## config.mk

```make
export PLATFORM = sky130hd
export DESIGN_NAME = div_sequencer_flat
export DESIGN_NICKNAME = d
export VERILOG_FILES = /design/src/rtl/div_sequencer_if.sv /design/src/rtl/div_sequencer.sv /design/src/flat_wrapper.sv
export SDC_FILE = /design/constraint.sdc
export NUM_CORES = 1
export LEC_CHECK = 0
export CAP_MARGIN = 10
export CORE_MARGIN = 1.5
export CORE_UTILIZATION = 54
export DETAILED_ROUTE_END_ITERATION = 16
export GPL_TIMING_DRIVEN = 0
export PLACE_DENSITY = 0.95
export SLEW_MARGIN = 20
export SYNTH_ARGS = -nofsm -noshare
export SYNTH_HDL_FRONTEND = slang
export SYNTH_SLANG_ARGS = --single-unit
export TNS_END_PERCENT = 1
```

## constraint.sdc

```tcl
create_clock -name clock -period 4.2 [get_ports clock]
set_input_delay 1.05 -clock clock [delete_from_list [all_inputs] [get_ports clock]]
set_output_delay 1.05 -clock clock [all_outputs]
set_load 0.01 [all_outputs]
```

## src/rtl/div_sequencer_if.sv

```systemverilog
// Handshake and datapath bundle between the control unit, the shared Subtract
// unit and the div_sequencer restoring-divider controller.
interface div_sequencer_if #(
    parameter int unsigned DATA_WIDTH = 32
);
    logic                  start;
    logic [DATA_WIDTH-1:0] dividend;
    logic [DATA_WIDTH-1:0] divisor;
    logic                  sign_mode;
    logic [DATA_WIDTH-1:0] sub_a;
    logic [DATA_WIDTH-1:0] sub_b;
    logic [DATA_WIDTH-1:0] sub_result;
    logic                  busy;
    logic                  done;
    logic [DATA_WIDTH-1:0] quotient;
    logic [DATA_WIDTH-1:0] remainder;
    logic                  div_by_zero;

    // Requester side: control unit plus the shared Subtract unit result.
    modport master (
        output start, dividend, divisor, sign_mode, sub_result,
        input  sub_a, sub_b, busy, done, quotient, remainder, div_by_zero
    );

    // Divider side.
    modport slave (
        input  start, dividend, divisor, sign_mode, sub_result,
        output sub_a, sub_b, busy, done, quotient, remainder, div_by_zero
    );
endinterface

```

## src/rtl/div_sequencer.sv

```systemverilog
// Iterative restoring divider controller driving a shared Subtract unit, one
// trial subtraction per cycle. Define DIV_SIGNED_EN to honour sign_mode.
module div_sequencer #(
    parameter int unsigned            DATA_WIDTH = 32,
    parameter logic [DATA_WIDTH-1:0]  ZERO_QUOT  = '1
) (
    input logic            clock,
    input logic            clear,
    div_sequencer_if.slave bus
);
    localparam int unsigned CW  = $clog2(DATA_WIDTH);
    localparam int unsigned MSB = DATA_WIDTH - 1;

    typedef enum logic [2:0] {IDLE, PREP, ITER, FIX, DONE} state_t;

    state_t state, state_next;

    logic [DATA_WIDTH-1:0] op_a, op_b;
    logic [DATA_WIDTH-1:0] rem_r, quo_r, dsr_r;
    logic [DATA_WIDTH-1:0] quotient_r, remainder_r;
    logic                  dbz_r;
    logic [CW-1:0]         count;

    logic [DATA_WIDTH-1:0] mag_a, mag_b, fix_q, fix_r;
    logic [DATA_WIDTH-1:0] shifted;
    logic                  carry, borrow, take;
    logic                  divisor_zero, last_iter;

    logic                  busy, done;
    logic [DATA_WIDTH-1:0] sub_a, sub_b;

    function automatic logic [DATA_WIDTH-1:0] negate(input logic [DATA_WIDTH-1:0] x);
        return ~x + DATA_WIDTH'(1);
    endfunction

    assign divisor_zero = (op_b == '0);
    assign last_iter    = (count == CW'(DATA_WIDTH - 1));

    // The unit has no borrow-out; recover it from the operand and result MSBs.
    // A bit carried out of R means the shifted value exceeds D, so always subtract.
    assign shifted = {rem_r[MSB-1:0], quo_r[MSB]};
    assign carry   = rem_r[MSB];
    assign borrow  = (~sub_a[MSB] & sub_b[MSB]) |
                     (~(sub_a[MSB] ^ sub_b[MSB]) & bus.sub_result[MSB]);
    assign take    = carry | ~borrow;

`ifdef DIV_SIGNED_EN
    logic op_signed;

    always_ff @(posedge clock) begin
        if (clear) begin
            op_signed <= 1'b0;
        end else if (state == IDLE && bus.start) begin
            op_signed <= bus.sign_mode;
        end
    end

    assign mag_a = (op_signed && op_a[MSB]) ? negate(op_a) : op_a;
    assign mag_b = (op_signed && op_b[MSB]) ? negate(op_b) : op_b;
    assign fix_q = (op_signed && (op_a[MSB] ^ op_b[MSB])) ? negate(quo_r) : quo_r;
    assign fix_r = (op_signed && op_a[MSB]) ? negate(rem_r) : rem_r;
`else
    logic sign_mode_unused;

    assign sign_mode_unused = bus.sign_mode;
    assign mag_a = op_a;
    assign mag_b = op_b;
    assign fix_q = quo_r;
    assign fix_r = rem_r;
`endif

    always_ff @(posedge clock) begin
        if (clear) begin
            state <= IDLE;
        end else begin
            state <= state_next;
        end
    end

    always_comb begin
        state_next = state;
        busy       = 1'b0;
        done       = 1'b0;
        sub_a      = '0;
        sub_b      = '0;
        case (state)
            IDLE: begin
                if (bus.start) begin
                    state_next = PREP;
                end
            end
            PREP: begin
                busy       = 1'b1;
                state_next = divisor_zero ? DONE : ITER;
            end
            ITER: begin
                busy  = 1'b1;
                sub_a = shifted;
                sub_b = dsr_r;
                if (last_iter) begin
                    state_next = FIX;
                end
            end
            FIX: begin
                busy       = 1'b1;
                state_next = DONE;
            end
            DONE: begin
                done       = 1'b1;
                state_next = IDLE;
            end
            default: state_next = IDLE;
        endcase
    end

    always_ff @(posedge clock) begin
        if (clear) begin
            op_a        <= '0;
            op_b        <= '0;
            rem_r       <= '0;
            quo_r       <= '0;
            dsr_r       <= '0;
            count       <= '0;
            quotient_r  <= '0;
            remainder_r <= '0;
            dbz_r       <= 1'b0;
        end else begin
            case (state)
                IDLE: begin
                    if (bus.start) begin
                        op_a <= bus.dividend;
                        op_b <= bus.divisor;
                    end
                end
                PREP: begin
                    if (divisor_zero) begin
                        quotient_r  <= ZERO_QUOT;
                        remainder_r <= op_a;
                        dbz_r       <= 1'b1;
                    end else begin
                        rem_r <= '0;
                        quo_r <= mag_a;
                        dsr_r <= mag_b;
                        count <= '0;
                    end
                end
                ITER: begin
                    rem_r <= take ? bus.sub_result : shifted;
                    quo_r <= {quo_r[MSB-1:0], take};
                    count <= count + CW'(1);
                end
                FIX: begin
                    quotient_r  <= fix_q;
                    remainder_r <= fix_r;
                    dbz_r       <= 1'b0;
                end
                default: ;
            endcase
        end
    end

    assign bus.busy        = busy;
    assign bus.done        = done;
    assign bus.sub_a       = sub_a;
    assign bus.sub_b       = sub_b;
    assign bus.quotient    = quotient_r;
    assign bus.remainder   = remainder_r;
    assign bus.div_by_zero = dbz_r;
endmodule
```

## src/flat_wrapper.sv

```systemverilog
// flat-port wrapper written by rule: the top's interface ports become plain ports
module div_sequencer_flat 
#(
    parameter int unsigned            DATA_WIDTH = 32,
    parameter logic [DATA_WIDTH-1:0]  ZERO_QUOT  = '1
)
  (clock, clear, bus_start, bus_dividend, bus_divisor, bus_sign_mode, bus_sub_result, bus_sub_a, bus_sub_b, bus_busy, bus_done, bus_quotient, bus_remainder, bus_div_by_zero);
  div_sequencer_if #(.DATA_WIDTH(DATA_WIDTH)) bus_i ();
  input logic clock;
  input logic clear;
  input wire logic [$bits(bus_i.start)-1:0] bus_start;
  input wire logic [$bits(bus_i.dividend)-1:0] bus_dividend;
  input wire logic [$bits(bus_i.divisor)-1:0] bus_divisor;
  input wire logic [$bits(bus_i.sign_mode)-1:0] bus_sign_mode;
  input wire logic [$bits(bus_i.sub_result)-1:0] bus_sub_result;
  output wire logic [$bits(bus_i.sub_a)-1:0] bus_sub_a;
  output wire logic [$bits(bus_i.sub_b)-1:0] bus_sub_b;
  output wire logic [$bits(bus_i.busy)-1:0] bus_busy;
  output wire logic [$bits(bus_i.done)-1:0] bus_done;
  output wire logic [$bits(bus_i.quotient)-1:0] bus_quotient;
  output wire logic [$bits(bus_i.remainder)-1:0] bus_remainder;
  output wire logic [$bits(bus_i.div_by_zero)-1:0] bus_div_by_zero;
  assign bus_i.start = bus_start;
  assign bus_i.dividend = bus_dividend;
  assign bus_i.divisor = bus_divisor;
  assign bus_i.sign_mode = bus_sign_mode;
  assign bus_i.sub_result = bus_sub_result;
  assign bus_sub_a = bus_i.sub_a;
  assign bus_sub_b = bus_i.sub_b;
  assign bus_busy = bus_i.busy;
  assign bus_done = bus_i.done;
  assign bus_quotient = bus_i.quotient;
  assign bus_remainder = bus_i.remainder;
  assign bus_div_by_zero = bus_i.div_by_zero;
  div_sequencer #(.DATA_WIDTH(DATA_WIDTH), .ZERO_QUOT(ZERO_QUOT)) u_core (.clock(clock), .clear(clear), .bus(bus_i));
endmodule
```

==> flow_summary.toml <==
[clocking]
cts_resized = 0
cts_tree = "built"
cts_root_buf = "clkbuf_16"
clk_latency_ns = 0.52
htree_num_levels = 1
clock-sinks = 233
cts_buffers = 24
cts_max_path_buffers = 3
cts_setup_buffers = 0
cts_hold_buf = 0
clk_pin_slew_ns = 0.06

[worst_setup_path]
r2r-end = "u_core.fix_r[2]"
arrival_ns = 2.84
cp_max_fo = 19
worst_r2r_path_depth = 11
r2r-start = "u_core.state[1]"
critPathKind = "flop to output port"
endpoint_kind = "output port"
crit_path_start = "u_core.state[1]"
cp-start-kind = "flop"
r2r_setup_slack_ns = 0.76
required_ns = 3.15

[synth]
synthCells = 1140
seq_area_frac_synth_pct = 47.5
synth_seq_cells = 233
synth-main-ff-cell = "dfxtp_1"
synth_fp_nets = 1243
synth-edff-count = 0
netlist_area_mm2 = 0.00981
avgSynthCellArea_um2 = 8.61
synth_cell_type_count = 36
ys_async_sr_fraction_pct = 0
synth_warnings = 0

[layout]
final_util_pct = 73.6
layout_commonest_cell = "dfxtp_1"
areaGrowthSynthToFinish_pct = 34.3
ff_latch_area_mm2 = 0.00466
fillers = 1182
final_net_count = 1496
num_antenna_cells = 0
final_cell_mix = "233 x dfxtp_1, 228 x nand2_1, 228 x clkdlybuf4s50_1, 197 x a21oi_1, 69 x nor2_1"
multi_input_area_mm2 = 0.00457
final_cell_area_mm2 = 0.0132
drive_above_1_share_pct = 8.89

[sta]
max-slew-margin-rel_pct = 44.3
rsz0062_at_grt = "no"
finalCritPeriodShare_pct = 92.7
setup_viol = 0
fmax_mhz = 257
skew_ns = 0.0159
worst_pin_slew_ns = 0.836
tns_ns = 0
finalHoldViolations = 0
min_period_ns = 3.89
worst_slack_ns = 0.306
finalMaxSlewViolations = 0

[hold_path]
hp-start = "u_core.dsr_r[19]"
worstHoldPathType = "flop to flop"
whs_path_depth = 2
whs_endpoint = "u_core.dsr_r[19]"

[grt]
antenna_found_initial = 0
grt_pass1_wl_um = 49100
grt_usage_pct = 33.1
grt_overflow_total = 0
grt_max_degree = 20
grt_pass1_vias = 9511

[floorplan]
initial_core_util_pct = 54.8
design.die.area_mm2 = 0.0190
pin_count = 231
die_w_um = 138
fp.dieH_um = 138
core_mm2 = 0.0179
rows = 49

[power]
p_comb_share_pct = 14.5
leakage_nw = 4.97
p_per_area_mw_per_mm2 = 408
total_switching_power_mw = 1.42
internal_power_mw = 3.96
p_sw_share_pct = 26.3
seqPwrFrac_pct = 45.0
vdd_ir_drop_max_mv = 0.347
pwr-share-clk_pct = 40.5

[place]
gp_congestion = 0.933
placed_cell_area_mm2 = 0.0124
dp_hpwl_um = 22700
place_ws_ns = 0.426
port_buffers = 228

[drt]
routed_via_density = 6.06
first_pass_iters = 6
drt_iter0_markers = 931
wl_per_cell_um = 19.8
antenna_left = 0
drc = 0
wl_um = 32400
vias = 9903

[run_status]
status = "complete, no violations"

[job]
cap_violations = 0
flip-flops by register name, summed over array words and instances (netlist names):
| register | count |
|---|---|
| u_core.bus.div_by_zero | 1 |
| u_core.bus.quotient | 32 |
| u_core.bus.remainder | 32 |
| u_core.count | 5 |
| u_core.dsr_r | 32 |
| u_core.fix_q | 32 |
| u_core.fix_r | 32 |
| u_core.mag_a | 32 |
| u_core.mag_b | 32 |
| u_core.state | 3 |
cells by family (layout without fill, tap and decap cells):
logic type,Yosys count,count (layout),share of synthesized area [%]
AO/OA/AOI/OAI,304,304,20.5
XOR/XNOR,1,1,0.0893
adder cells (fa/ha/maj),3,3,0.383
buffers and inverters,112,378,5.88
flip-flops,233,233,47.5
multiplexers,65,65,6.63
AND/OR/NAND/NOR,422,422,18.9
Yosys cell counts, drive strengths merged, types with 2 or more instances:
master	instances	area share, %
a211oi	65	6.8
a21oi	197	10
a22o	2	0.18
a31oi	2	0.13
and3	64	4.1
and4	2	0.18
buf	52	3.6
clkbuf	58	2.2
dfxtp	233	48
ha	3	0.38
inv	2	0.077
mux2i	65	6.6
nand2	228	8.7
nand2b	5	0.32
nand3	3	0.15
nor2	70	2.7
nor3	36	1.8
nor4	9	0.57
o2bb2ai	32	2.9
worst max-delay path by stage:
stage | end | cells past startpoint
after floorplan | bus_sub_b[14] | 5
after global placement | bus_sub_b[15] | 6
after detailed placement | bus_sub_b[16] | 6
after CTS | bus_sub_b[16] | 5
after global routing | bus_sub_b[17] | 5
final | bus_sub_b[16] | 5
metrics by stage:
stage,hold WS (ns),cells,power (mW)
floorplan,0.432,1140,2.89
global placement,0.437,1597,3.18
detailed placement,0.443,1597,3.21
CTS,0.451,1635,5.34
global route,0.473,1635,5.52
finish,0.450,1635,5.38
final cells by class:
type / instances / area share (%)
buffer: 109 / 4.29
clock buffer: 36 / 5.59
clock inverter: 3 / 0.494
inverter: 2 / 0.0570
multi-input combinational: 795 / 34.7
sequential: 233 / 35.4
tap: 229 / 2.17
timing repair buffer: 228 / 17.3
critical path: stages, from the launching register on:
cell             delay [ns]
dfxtp_1                0.33
buf_2                  0.39
buf_2                  0.43
clkbuf_1               0.36
and3_1                 0.26
clkdlybuf4s50_1        0.55
power by group through the flow:
stage               clock network [mW]  logic [mW]  registers, mW
floorplan                            0       0.451           2.44
global placement                     0       0.723           2.46
detailed placement                   0       0.749           2.46
CTS                               2.16       0.765           2.42
global route                      2.26       0.832           2.43
finish                            2.18       0.782           2.42
routing by layer:
layer  global-route usage [%]  up-vias  wire, um
li1                         -     4487         -
met1                     39.2     4591     12000
met2                     56.4      672     15300
met3                     6.77      153      3280
met4                     17.9        0      1820
met5                        0        -         0
(Power assumes the default switching activity.)
